### config.mk
export PLATFORM = sky130hd
export DESIGN_NAME = xbus_sram_ctl
export DESIGN_NICKNAME = d
export VERILOG_FILES = /design/src/rtl/xbus_sram_ctl.sv
export SDC_FILE = /design/constraint.sdc
export NUM_CORES = 1
export LEC_CHECK = 0
export ABC_AREA = 1
export CAP_MARGIN = 20
export CORE_MARGIN = 3
export CORE_UTILIZATION = 50
export DETAILED_ROUTE_END_ITERATION = 6
export GPL_TIMING_DRIVEN = 0
export PLACE_DENSITY = 0.85
export SLEW_MARGIN = 20
export SYNTH_ARGS = -nofsm -noshare
export SYNTH_HDL_FRONTEND = slang
export SYNTH_SLANG_ARGS = --single-unit
### constraint.sdc
create_clock -name clk -period 10.6 [get_ports clk]
set_clock_uncertainty 0.1 [all_clocks]
set_input_delay 2.65 -clock clk [delete_from_list [all_inputs] [get_ports clk]]
set_output_delay 2.65 -clock clk [all_outputs]
set_load 0.03 [all_outputs]
### src/rtl/xbus_sram_ctl.sv
// Word-to-halfword bridge between the xbus RAM decoder and an asynchronous SRAM.
// Each 32-bit request becomes two wait-stated 16-bit accesses followed by a held acknowledge.
module xbus_sram_ctl #(
    parameter int WAIT_CYCLES = 2
) (
    input  logic        clk,
    input  logic        reset,
    input  logic [21:0] sdram_addr,
    input  logic [31:0] sdram_data_out,
    input  logic        sdram_req,
    input  logic        sdram_write,
    output logic [31:0] sdram_data_in,
    output logic        sdram_ready,
    output logic        sdram_done,
    output logic [22:0] sram_a,
    output logic [15:0] sram_d_out,
    input  logic [15:0] sram_d_in,
    output logic        sram_d_oe,
    output logic        sram_ce_n,
    output logic        sram_oe_n,
    output logic        sram_we_n
);

    localparam logic [1:0] ST_IDLE = 2'd0;
    localparam logic [1:0] ST_LO   = 2'd1;
    localparam logic [1:0] ST_HI   = 2'd2;
    localparam logic [1:0] ST_ACK  = 2'd3;
    localparam logic [3:0] LP_WAIT = 4'(WAIT_CYCLES);

    logic [1:0]  r_state;
    logic [3:0]  r_phase;
    logic        r_isWrite;
    logic [21:0] r_addr;
    logic [31:0] r_wdata;
    logic [31:0] r_rdata;
    logic        r_ready;
    logic        r_done;
    logic [22:0] r_sramA;
    logic [15:0] r_dOut;
    logic        r_dOe;
    logic        r_ceN;
    logic        r_oeN;
    logic        r_weN;

    logic        w_accept;
    logic        w_lastPhase;
    logic        w_reqGone;
    logic [1:0]  w_nextState;
    logic [3:0]  w_nextPhase;
    logic        w_nextIsWrite;
    logic [21:0] w_nextAddr;
    logic [31:0] w_nextWdata;
    logic        w_nextBusy;
    logic        w_nextStrobe;

    assign w_accept    = (r_state == ST_IDLE) && (sdram_write || sdram_req);
    assign w_lastPhase = (r_phase == LP_WAIT);
    assign w_reqGone   = r_isWrite ? !sdram_write : !sdram_req;

    always_comb begin
        w_nextState   = r_state;
        w_nextPhase   = r_phase;
        w_nextIsWrite = r_isWrite;
        w_nextAddr    = r_addr;
        w_nextWdata   = r_wdata;
        case (r_state)
            ST_IDLE: begin
                if (w_accept) begin
                    w_nextState   = ST_LO;
                    w_nextPhase   = 4'd0;
                    w_nextIsWrite = sdram_write;
                    w_nextAddr    = sdram_addr;
                    w_nextWdata   = sdram_data_out;
                end
            end
            ST_LO: begin
                w_nextState = w_lastPhase ? ST_HI : ST_LO;
                w_nextPhase = w_lastPhase ? 4'd0 : r_phase + 4'd1;
            end
            ST_HI: begin
                w_nextState = w_lastPhase ? ST_ACK : ST_HI;
                w_nextPhase = w_lastPhase ? 4'd0 : r_phase + 4'd1;
            end
            default: begin
                if (w_reqGone) begin
                    w_nextState = ST_IDLE;
                end
                w_nextPhase = 4'd0;
            end
        endcase
    end

    assign w_nextBusy   = (w_nextState == ST_LO) || (w_nextState == ST_HI);
    assign w_nextStrobe = w_nextBusy && (w_nextPhase != 4'd0);

    // Pad outputs are decoded from the next state so they leave the flops glitch-free.
    always_ff @(posedge clk or posedge reset) begin
        if (reset) begin
            r_state   <= ST_IDLE;
            r_phase   <= 4'd0;
            r_isWrite <= 1'b0;
            r_addr    <= 22'd0;
            r_wdata   <= 32'd0;
            r_ready   <= 1'b0;
            r_done    <= 1'b0;
            r_sramA   <= 23'd0;
            r_dOut    <= 16'd0;
            r_dOe     <= 1'b0;
            r_ceN     <= 1'b1;
            r_oeN     <= 1'b1;
            r_weN     <= 1'b1;
        end else begin
            r_state   <= w_nextState;
            r_phase   <= w_nextPhase;
            r_isWrite <= w_nextIsWrite;
            r_addr    <= w_nextAddr;
            r_wdata   <= w_nextWdata;
            r_ready   <= (w_nextState == ST_ACK) && !w_nextIsWrite;
            r_done    <= (w_nextState == ST_ACK) && w_nextIsWrite;
            r_sramA   <= {w_nextAddr, (w_nextState == ST_HI)};
            r_dOut    <= (w_nextState == ST_HI) ? w_nextWdata[31:16] : w_nextWdata[15:0];
            r_dOe     <= w_nextBusy && w_nextIsWrite;
            r_ceN     <= !w_nextBusy;
            r_oeN     <= !(w_nextStrobe && !w_nextIsWrite);
            r_weN     <= !(w_nextStrobe && w_nextIsWrite);
        end
    end

    // Pad data is sampled on the edge that ends the strobe, while oe_n is still low.
    always_ff @(posedge clk or posedge reset) begin
        if (reset) begin
            r_rdata <= 32'd0;
        end else if (w_lastPhase && !r_isWrite) begin
            if (r_state == ST_LO) begin
                r_rdata[15:0] <= sram_d_in;
            end else if (r_state == ST_HI) begin
                r_rdata[31:16] <= sram_d_in;
            end
        end
    end

    assign sdram_data_in = r_rdata;
    assign sdram_ready   = r_ready;
    assign sdram_done    = r_done;
    assign sram_a        = r_sramA;
    assign sram_d_out    = r_dOut;
    assign sram_d_oe     = r_dOe;
    assign sram_ce_n     = r_ceN;
    assign sram_oe_n     = r_oeN;
    assign sram_we_n     = r_weN;

endmodule

==> flow_summary_export.csv <==
group,metric,value,unit
sta,drv_slew,0,
place,place_ws,5.409,ns
yosys,ys.flop_type,"dfrtp_1",
cts,clk_latency,0.50,ns
cts,cts_tree,"yes",
setup_path,cp-start-kind,"input pin",
yosys,yosysTopAreaCell,"dfrtp_1",
floorplan,dieArea,10760,µm²
yosys,synth_area_leaders,"dfrtp_1 59%, nand2_1 9.0%, mux2_4 6.9%",
hold_path,hold_path_end,"r_wdata[11]",
floorplan,coreArea,9240,µm²
routing,detailedRoute.firstPassIterationCount,4,
cts,cts_hold_buffers,0,
sta,hold_violations,0,
cts,clock-sinks,116,
sta,hold_ws,0.3791,ns
routing,drt_iter0_markers,183,
setup_path,critPathKind,"in -> reg",
yosys,yosysWarnings,0,
yosys,synthesis.nets,544,
setup_path,r2r_cells,11,
pwr,max-vdd-ir-drop,0.1820,mV
sta,period_minus_slack,4.640,ns
floorplan,die_w,103.7,µm
setup_path,slowest_stage,"clkdlybuf4s50_1",
cts,numCtsBuffers,17,
routing,route.met2.wl,6.168,mm
cts,clk_pin_slew_worst_paths,0.06,ns
finish,n_fill_cell,579,
finish,final_util,0.7693,
sta,fin_tns_setup,0,ns
routing,drc,0,
setup_path,cp_slowest_stage_delay,0.48,ns
sta,rsz0062_at_grt,"no",
hold_path,hold_path_class,"reg -> reg",
routing,top_layer,"met4",
setup_path,worstPathMaxFanout,10,
floorplan,rows,35,
floorplan,io_pins,151,
floorplan,die_h,103.7,µm
global_route,grt_max_degree,69,
yosys,synth_edf_count,0,
finish,fin_area,7108,µm²
routing,postRouteAntennaNets,0,
finish,regArea,2907,µm²
job,max-cap-violations,0,
setup_path,reg2reg_slack,7.78,ns
global_route,grt_pass1_vias,4332,
hold_path,hp-start,"r_wdata[11]",
sta,setup_viol,0,
sta,post-route-period-util,0.4378,
setup_path,worstPathArrival,4.90,ns
cts,cts_max_level,4,
setup_path,cp_cell_sequence,"clkdlybuf4s50_1 > nand2_4 > nand2_8 > nor2_2 > nor2_1 > o21ai_0 > ha_1 > clkbuf_1 > o21ai_0",
sta,clock.fmax,215.5,MHz
yosys,syn_area,4776,µm²
run_status,outcome,"completed",
finish,nets,714,
hold_path,min_path_cells,2,
place,port_buffers,150,
place,gp_congestion,0.8028,
setup_path,cpMostUsedCell,"o21ai_0",
cts,clock_path_buffers,2,
yosys,syn_inst,462,
place,dp_hpwl,8.460,mm
finish,syn2layout_area_growth,48.83,%
routing,wl,12.00,mm
setup_path,r2r-start,"r_state[0]",
yosys,syn_avg_cell_area,10.34,µm²
cts,root_buffer,"clkbuf_8",
cts,cts_resized,0,
routing,dr_total_vias,3876,
setup_path,cp-end-kind,"flop",
pwr,leakage,3.412,nW
setup_path,cp_top_family,"buffers and inverters",
setup_path,r2r_end,"sram_d_out[12]",
setup_path,cp.required,10.86,ns
cts,cts_setup_buffers,0,
yosys,synthArstFlopShare,1.000,
routing,wl_met1,4.784,mm
yosys,synthDominantCellAreaShare,0.5921,
pwr,powerDensity,369.6,nW/µm²
floorplan,initial_utilization,0.5169,
yosys,netlist-cell-type-count,26,
sta,tightest_slew,0.5035,ns
finish,insertedDiodeCount,0,
sta,fin_ws,5.960,ns
global_route,antenna_found_initial,0,
yosys,ys_seq_area_frac,0.6086,
sta,slew_headroom,0.6643,
place,placed_area,6471,µm²
global_route,gr-usage-all-layers,0.2375,
yosys,synth_common_cells,"114 x nand2_1, 113 x dfrtp_1, 64 x inv_1",
global_route,grt_pass1_wl,20.47,mm
yosys,yosysMostFrequentCell,"nand2_1",
global_route,gr-total-overflow,0,
finish,drive_above_1_share,0.1318,
setup_path,cp.buffers_inverters,2,
routing,viasPerCell,5.008,
routing,post_drt_wl_per_cell,15.50,µm
routing,wl_met3,724,µm
finish,multi_input_area,1480,µm²
yosys,ys_ff_latch,116,
## tightest hold or removal path: cells and delay by family (launching register included)
kind	cells	cell delay, ns
compound gates	1	0.08
flops	1	0.32
buf+inv	1	0.05
## report_power, final
group | switching, mW | internal, mW
Combinational | 0.721 | 0.523
Clock | 0.201 | 0.411
Sequential | 0.102 | 0.669
## logic make-up (layout without fill, tap and decap cells)
| group | after synthesis | in the layout | share of synthesized area |
|---|---|---|---|
| buffers and inverters | 85 | 268 | 0.08148 |
| multiplexers | 22 | 22 | 0.06916 |
| AO/OA/AOI/OAI | 75 | 75 | 0.07964 |
| adder cells (fa/ha/maj) | 8 | 8 | 0.02096 |
| flip-flops | 116 | 116 | 0.6086 |
| AND/OR/NAND/NOR | 156 | 156 | 0.1402 |
## layout make-up
class,instances,share of cell area
clock inverter,13,0.02887
inverter,66,0.03556
buffer,19,0.01989
sequential,116,0.4089
tap,129,0.02271
timing repair buffer,151,0.2151
multi-input combinational,261,0.2082
clock buffer,19,0.06073
## routing by layer
| layer | global-route usage | vias to the layer above |
|---|---|---|
| li1 | - | 1804 |
| met2 | 0.4131 | 166 |
| met1 | 0.2719 | 1874 |
| met4 | 0.1054 | 0 |
| met3 | 0.06978 | 32 |
| met5 | 0 | - |
## flip-flops by register name, summed over array words and instances (netlist names)
register and flops:
r_phase 4, r_addr 1, sdram_data_in 32, sram_we_n 1
sdram_ready 1, sram_oe_n 1, sram_d_oe 1, sram_ce_n 1
r_state 2, r_isWrite 1, sram_a 22, r_wdata 32
sdram_done 1, sram_d_out 16
## layout by cell type (no fill, tap or decap), types with 3 or more instances in the layout
cell type,n
nor2_1,11
nand2_1,114
clkinv_2,3
ha_1,8
a21oi_1,4
nand3_1,22
bufinv_16,5
buf_6,8
clkbuf_16,16
dfstp_2,3
mux2_4,22
buf_2,7
inv_1,63
clkdlybuf4s50_1,150
clkbuf_1,3
dfrtp_1,113
clkinvlp_4,3
o21ai_1,36
o21ai_0,33
## how the worst max path moves through the flow
stage / depth (start not counted) / endpoint / from
2_1_floorplan: 1 / r_addr[21] / reset
3_3_place_gp: 2 / r_wdata[2] / reset
3_5_place_dp: 9 / sram_d_out[12] / sdram_write
4_1_cts: 9 / sram_d_out[12] / sdram_write
5_1_grt: 9 / sram_d_out[3] / sdram_write
6_report: 9 / sram_d_out[12] / sdram_write
## metrics by stage
step	power, mW	instances
after floorplan	1.546	462
after global placement	1.970	741
after detailed placement	2.015	742
after CTS	2.641	774
after global routing	2.779	774
final	2.627	774
No activity file was read; power rests on OpenSTA's default activity.
